--- src/rtl/wb_pkg.sv ---
// Shared types and constants for the register-file writeback block.
// WB_DATA_W is the result width the FIFO entry type is built for.
package wb_pkg;

    localparam int REG_ADRS_W = 5;
    localparam int N_REGS     = 32;
    localparam int WB_DATA_W  = 32;

    typedef struct packed {
        logic                  kill;
        logic [REG_ADRS_W-1:0] adrs;
        logic [WB_DATA_W-1:0]  data;
    } wb_entry_t;

endpackage

--- src/rtl/wb_fifo.sv ---
// Load-result FIFO: entry storage, head/tail pointers, occupancy and per-entry kill marking.
// With WB_HAZARD_EN defined it also provides the decode-stage hazard compare (chk_adrs/chk_hit).
module wb_fifo
    import wb_pkg::*;
#(
    parameter  int DEPTH  = 4,
    parameter  int DATA_W = WB_DATA_W,
    localparam int PTR_W  = $clog2(DEPTH),
    localparam int CNT_W  = $clog2(DEPTH) + 1
) (
    input  logic                  clk,
    input  logic                  rst_n,
    input  logic                  flush,
    input  logic                  push,
    input  logic [REG_ADRS_W-1:0] push_adrs,
    input  logic [DATA_W-1:0]     push_data,
    input  logic                  pop,
    input  logic                  kill_en,
    input  logic [REG_ADRS_W-1:0] kill_adrs,
    output wb_entry_t             head,
`ifdef WB_HAZARD_EN
    input  logic [REG_ADRS_W-1:0] chk_adrs,
    output logic                  chk_hit,
`endif
    output logic [CNT_W-1:0]      count
);

    if (DEPTH < 2 || (DEPTH & (DEPTH - 1)) != 0) begin : g_bad_depth
        $error("wb_fifo: DEPTH must be a power of two and at least 2");
    end
    if (DATA_W != WB_DATA_W) begin : g_bad_width
        $error("wb_fifo: DATA_W must match wb_pkg::WB_DATA_W");
    end

    wb_entry_t          mem [DEPTH];
    logic [DEPTH-1:0]   valid;
    logic [PTR_W-1:0]   rd_ptr;
    logic [PTR_W-1:0]   wr_ptr;

    // Pointers and occupancy; power-of-two depth lets the pointers wrap naturally.
    always_ff @(posedge clk or negedge rst_n) begin
        if (!rst_n) begin
            rd_ptr <= '0;
            wr_ptr <= '0;
            count  <= '0;
            valid  <= '0;
        end else if (flush) begin
            rd_ptr <= '0;
            wr_ptr <= '0;
            count  <= '0;
            valid  <= '0;
        end else begin
            if (push) begin
                wr_ptr         <= wr_ptr + PTR_W'(1);
                valid[wr_ptr]  <= 1'b1;
            end
            if (pop) begin
                rd_ptr         <= rd_ptr + PTR_W'(1);
                valid[rd_ptr]  <= 1'b0;
            end
            count <= count + CNT_W'(push) - CNT_W'(pop);
        end
    end

    // Entry storage. The push write comes last so a load entering on the
    // same edge as a matching ALU write is treated as younger and stays live.
    always_ff @(posedge clk) begin
        for (int i = 0; i < DEPTH; i++) begin
            if (kill_en && valid[i] && mem[i].adrs == kill_adrs) begin
                mem[i].kill <= 1'b1;
            end
        end
        if (push) begin
            mem[wr_ptr] <= '{kill: 1'b0, adrs: push_adrs, data: push_data};
        end
    end

    assign head = mem[rd_ptr];

`ifdef WB_HAZARD_EN
    logic hit;

    always_comb begin
        hit = 1'b0;
        for (int i = 0; i < DEPTH; i++) begin
            if (valid[i] && !mem[i].kill && mem[i].adrs == chk_adrs) begin
                hit = 1'b1;
            end
        end
    end

    // Register 0 is never a real dependency.
    assign chk_hit = hit && (chk_adrs != '0);
`endif

endmodule

--- src/rtl/regfile_writeback.sv ---
// Register-file write port arbiter: unbuffered ALU results win, buffered loads drain on idle cycles.
// Optional WB_HAZARD_EN macro adds the chk_adrs/chk_hit decode hazard compare.
module regfile_writeback
    import wb_pkg::*;
#(
    parameter  int DEPTH  = 4,
    parameter  int DATA_W = WB_DATA_W,
    localparam int CNT_W  = $clog2(DEPTH) + 1
) (
    input  logic                  clk_cpu,
    input  logic                  reset_n,
    input  logic                  flush,
    input  logic                  alu_valid,
    input  logic [REG_ADRS_W-1:0] alu_adrs,
    input  logic [DATA_W-1:0]     alu_data,
    input  logic                  ld_valid,
    output logic                  ld_ready,
    input  logic [REG_ADRS_W-1:0] ld_adrs,
    input  logic [DATA_W-1:0]     ld_data,
    output logic                  wr_en,
    output logic [REG_ADRS_W-1:0] wr_adrs,
    output logic [DATA_W-1:0]     wr_data,
    output logic                  pending,
`ifdef WB_HAZARD_EN
    input  logic [REG_ADRS_W-1:0] chk_adrs,
    output logic                  chk_hit,
`endif
    output logic [CNT_W-1:0]      count
);

    logic      alu_wr;
    logic      push;
    logic      pop;
    wb_entry_t head;

    // Writes to r0 are architectural no-ops, so they neither use the port nor kill loads.
    assign alu_wr   = alu_valid && (alu_adrs != '0);
    assign ld_ready = count < CNT_W'(DEPTH);
    assign pending  = count != '0;
    assign push     = ld_valid && ld_ready && (ld_adrs != '0) && !flush;
    assign pop      = !alu_wr && pending && !flush;

    wb_fifo #(
        .DEPTH  (DEPTH),
        .DATA_W (DATA_W)
    ) u_fifo (
        .clk       (clk_cpu),
        .rst_n     (reset_n),
        .flush     (flush),
        .push      (push),
        .push_adrs (ld_adrs),
        .push_data (ld_data),
        .pop       (pop),
        .kill_en   (alu_wr),
        .kill_adrs (alu_adrs),
        .head      (head),
`ifdef WB_HAZARD_EN
        .chk_adrs  (chk_adrs),
        .chk_hit   (chk_hit),
`endif
        .count     (count)
    );

    // Write-port register stage; a killed head is consumed without writing.
    always_ff @(posedge clk_cpu or negedge reset_n) begin
        if (!reset_n) begin
            wr_en   <= 1'b0;
            wr_adrs <= '0;
            wr_data <= '0;
        end else if (alu_wr) begin
            wr_en   <= 1'b1;
            wr_adrs <= alu_adrs;
            wr_data <= alu_data;
        end else if (pop) begin
            wr_en   <= !head.kill;
            wr_adrs <= head.adrs;
            wr_data <= head.data;
        end else begin
            wr_en   <= 1'b0;
        end
    end

endmodule
--- config.mk ---
export PLATFORM = sky130hd
export DESIGN_NAME = regfile_writeback
export DESIGN_NICKNAME = d
export VERILOG_FILES = /design/src/rtl/wb_pkg.sv /design/src/rtl/wb_fifo.sv /design/src/rtl/regfile_writeback.sv
export SDC_FILE = /design/constraint.sdc
export NUM_CORES = 1
export LEC_CHECK = 0
export BUFFER_PORTS_ARGS = -buffer_cell sky130_fd_sc_hd__buf_2
export CELL_PAD_IN_SITES_DETAIL_PLACEMENT = 1
export CELL_PAD_IN_SITES_GLOBAL_PLACEMENT = 1
export CORE_MARGIN = 2
export CORE_UTILIZATION = 50
export CTS_BUF_LIST = sky130_fd_sc_hd__clkbuf_4
export DETAILED_ROUTE_END_ITERATION = 8
export PLACE_DENSITY = 0.88
export SKIP_CTS_REPAIR_TIMING = 1
export SKIP_LAST_GASP = 1
export SLEW_MARGIN = 25
export SYNTH_ARGS = -nofsm -noshare
export SYNTH_HDL_FRONTEND = slang
export SYNTH_SLANG_ARGS = --single-unit
--- constraint.sdc ---
create_clock -name clk_cpu -period 6.6 [get_ports clk_cpu]
set_clock_uncertainty 0.1 [all_clocks]
set_input_delay 0.99 -clock clk_cpu [delete_from_list [all_inputs] [get_ports clk_cpu]]
set_output_delay 0.99 -clock clk_cpu [all_outputs]
set_load 0.01 [all_outputs]
==> flow_summary.yaml <==
yosys:
  yosys_warnings: 0
  syn_inst: 509
  synth.top_cell.area_share: 0.546
  ys_seq_elements: 201
  synth_nets: 599
  synth_common_cells: "edfxtp_1 (148), a21oi_1 (75), dfrtp_1 (49)"
  synth_edf_count: 148
  syn_area_um2: 8140
  yosys_most_used_dff: "edfxtp_1"
  syn_area_per_cell_um2: 16.0
  yosys.area.top_type: "edfxtp_1"
  async_flop_share: 0.244
  ys_top_cells_by_area: "edfxtp_1 (55%), dfrtp_1 (15%), mux4_2 (11%)"
  synth.most_common_cell: "edfxtp_1"
  synth.distinct_cells: 33
  ys_seq_area_frac: 0.706
critical_path:
  r2r_slack_ns: 3.01
  crit_path_end_kind: "flip-flop"
  critPathMaxStageDelay_ns: 0.70
  path_common_cell: "inv_1"
  slowest_stage: "nand2_2"
  crit_required_ns: 7.03
  crit_family: "simple AND/OR/NAND/NOR gates"
  worstSetupStartpointType: "flip-flop"
  path_cells: "nor3_1 > inv_1 > nand2_2 > nor2_2 > ha_1 > inv_1 > ha_1 > inv_1 > fa_1 > xnor2_1 > xnor2_1 > nor2_1"
  crit_buf_inv: 3
  cp.arrival_ns: 4.03
  crit_type: "reg -> reg"
  critPathMaxFanout: 39
placed_design:
  place.gp.congestion: 0.801
  io_buffers: 121
  dp_hpwl_um: 12200
  place_ws_ns: 2.45
detailed_routing:
  post-route-drc-count: 0
  drt_pass1_iterations: 5
  drt_wl_total_um: 20400
  vias: 5037
  vias_per_cell: 5.48
  wl_per_cell_um: 22.2
  ant_nets: 0
  drt_iter0_drc: 316
hold_path:
  hp-class: "in -> async"
floorplan:
  die-area_um2: 17300
  num_rows: 46
  initial_utilization: 0.512
  coreArea_um2: 15900
  die_x_um: 132
  fp.dieH_um: 132
  ios: 122
cts:
  path_clk_slew_ns: 0.06
  numCtsBuffers: 52
  clk_latency_ns: 0.66
  cts_root_buf: "clkbuf_4"
  cts.sinks: 201
  cts_tree: "yes"
  h-tree-depth: 2
  clock_path_buffers: 3
global_route:
  grt_pass1_vias: 5744
  grt_first_pass_wirelength_um: 32000
  antenna_found_initial: 3
  grt_usage: 0.240
  grt_max_degree: 50
  grt_overflow: 0
power_and_ir_drop:
  peakVddDrop_mv: 0.153
  p_leak_nw: 3.61
  power.density_nw_per_um2: 349
timing:
  worst_slack_ns: 3.01
  slew_headroom: 0.418
  setup_viol: 0
  hold_viol_final: 0
  worstMarginPinSlew_ns: 0.870
  rsz0062_at_grt: "no"
  fmax_mhz: 278
  drv_slew: 0
  fin_crit_sh: 0.544
  period_minus_slack_ns: 3.59
  tns_ns: 0
final_layout:
  fillerInstances: 1607
  layout-drive-gt1-share: 0.382
  area_growth_pct: 18.9
  layout.nets: 748
flow_run:
  cap_viol_max_count: 0
outcome:
  outcome: "complete, no violations"
-- area by class of cell --
cell class / instances / area (µm²) / share of cell area
timing repair buffer: 125 / 676 / 0.0698
sequential: 201 / 5760 / 0.595
inverter: 10 / 37.5 / 0.00388
multi-input combinational: 268 / 2220 / 0.229
clock buffer: 84 / 631 / 0.0652
antenna: 2 / 5.00 / 0.000517
clock inverter: 14 / 85.1 / 0.00879
tap: 216 / 270 / 0.0279
-- stage by stage --
stage	total power [W]	area [µm²]	utilization	hold WS, ns	cells
6_report	0.00337	9680	0.609	0.371	920
2_1_floorplan	0.00200	8140	-	0.335	509
3_3_place_gp	0.00220	8890	0.559	0.356	818
4_1_cts	0.00339	9630	0.606	0.351	917
3_5_place_dp	0.00225	8920	0.561	0.378	819
5_1_grt	0.00353	9680	0.609	0.398	920
-- worst reg2reg max path: stages (launching register included) --
cell	delay, ns
dfrtp_1	0.44
nor3_1	0.47
inv_1	0.24
nand2_2	0.70
nor2_2	0.17
ha_1	0.33
inv_1	0.06
ha_1	0.13
inv_1	0.05
fa_1	0.39
xnor2_1	0.20
xnor2_1	0.14
nor2_1	0.05
-- worst paths after layout --
path                              startpoint           endpoint  depth (start not counted)
max                          u_fifo.count[1]    u_fifo.count[2]                         12
min                                  reset_n         wr_adrs[2]                          2
max reg2reg                  u_fifo.count[1]    u_fifo.count[2]                         12
min reg2reg                u_fifo.mem[2][37]  u_fifo.mem[2][37]                          2
max in group asynchronous            reset_n   u_fifo.rd_ptr[1]                          2
min in group clk_cpu       u_fifo.mem[2][37]  u_fifo.mem[2][37]                          2
-- state kept, by name, summed over array words and instances, names as in the netlist --
register / count
wr_en: 1
u_fifo.wr_ptr: 2
u_fifo.mem: 152
u_fifo.rd_ptr: 2
u_fifo.count: 3
wr_data: 32
wr_adrs: 5
u_fifo.valid: 4
-- logic make-up after synthesis --
family          Yosys count  synth area share
flops                   201             0.706
simple gates            104            0.0552
compound gates           91            0.0638
buf+inv                  40            0.0257
mux                      39             0.106
xor+xnor                 23            0.0247
fa+ha+maj                11            0.0178
-- report_power, final --
group	switching [W]	total, W	internal, W
clock	0.000518	0.00113	0.000616
sequential	0.0000802	0.00157	0.00149
combinational	0.000385	0.000672	0.000287
total	0.000984	0.00337	0.00239
-- layer usage --
metal | share of wire | track usage | vias up | wire, µm
met4 | 0.020 | 0.0900 | 0 | 402
met2 | 0.54 | 0.428 | 179 | 11000
met1 | 0.40 | 0.286 | 2590 | 8080
met3 | 0.048 | 0.0494 | 32 | 976
li1 | - | - | 2236 | -
met5 | 0 | 0 | - | 0
-- placed cells by master, fill, tap and decap left out, types with 2 or more instances in the layout --
master	netlist	routed
inv_1	10	10
dfrtp_1	49	47
mux4_2	38	38
buf_2	14	121
diode_2	0	2
xnor2_1	7	7
a21oi_1	75	75
nand3_1	2	2
ha_1	10	10
edfxtp_1	148	148
a41oi_2	3	3
and2_4	0	4
nand2_1	38	37
a2bb2oi_1	4	4
nor4_1	4	4
buf_16	0	2
buf_4	1	2
xor2_1	16	16
clkbuf_4	0	84
clkinv_1	0	9
clkinv_2	0	2
nor2_1	45	44
nor2b_1	6	6
dfxtp_1	4	4
o21ai_0	5	5
Note: power is estimated with default switching activity, not from simulation.
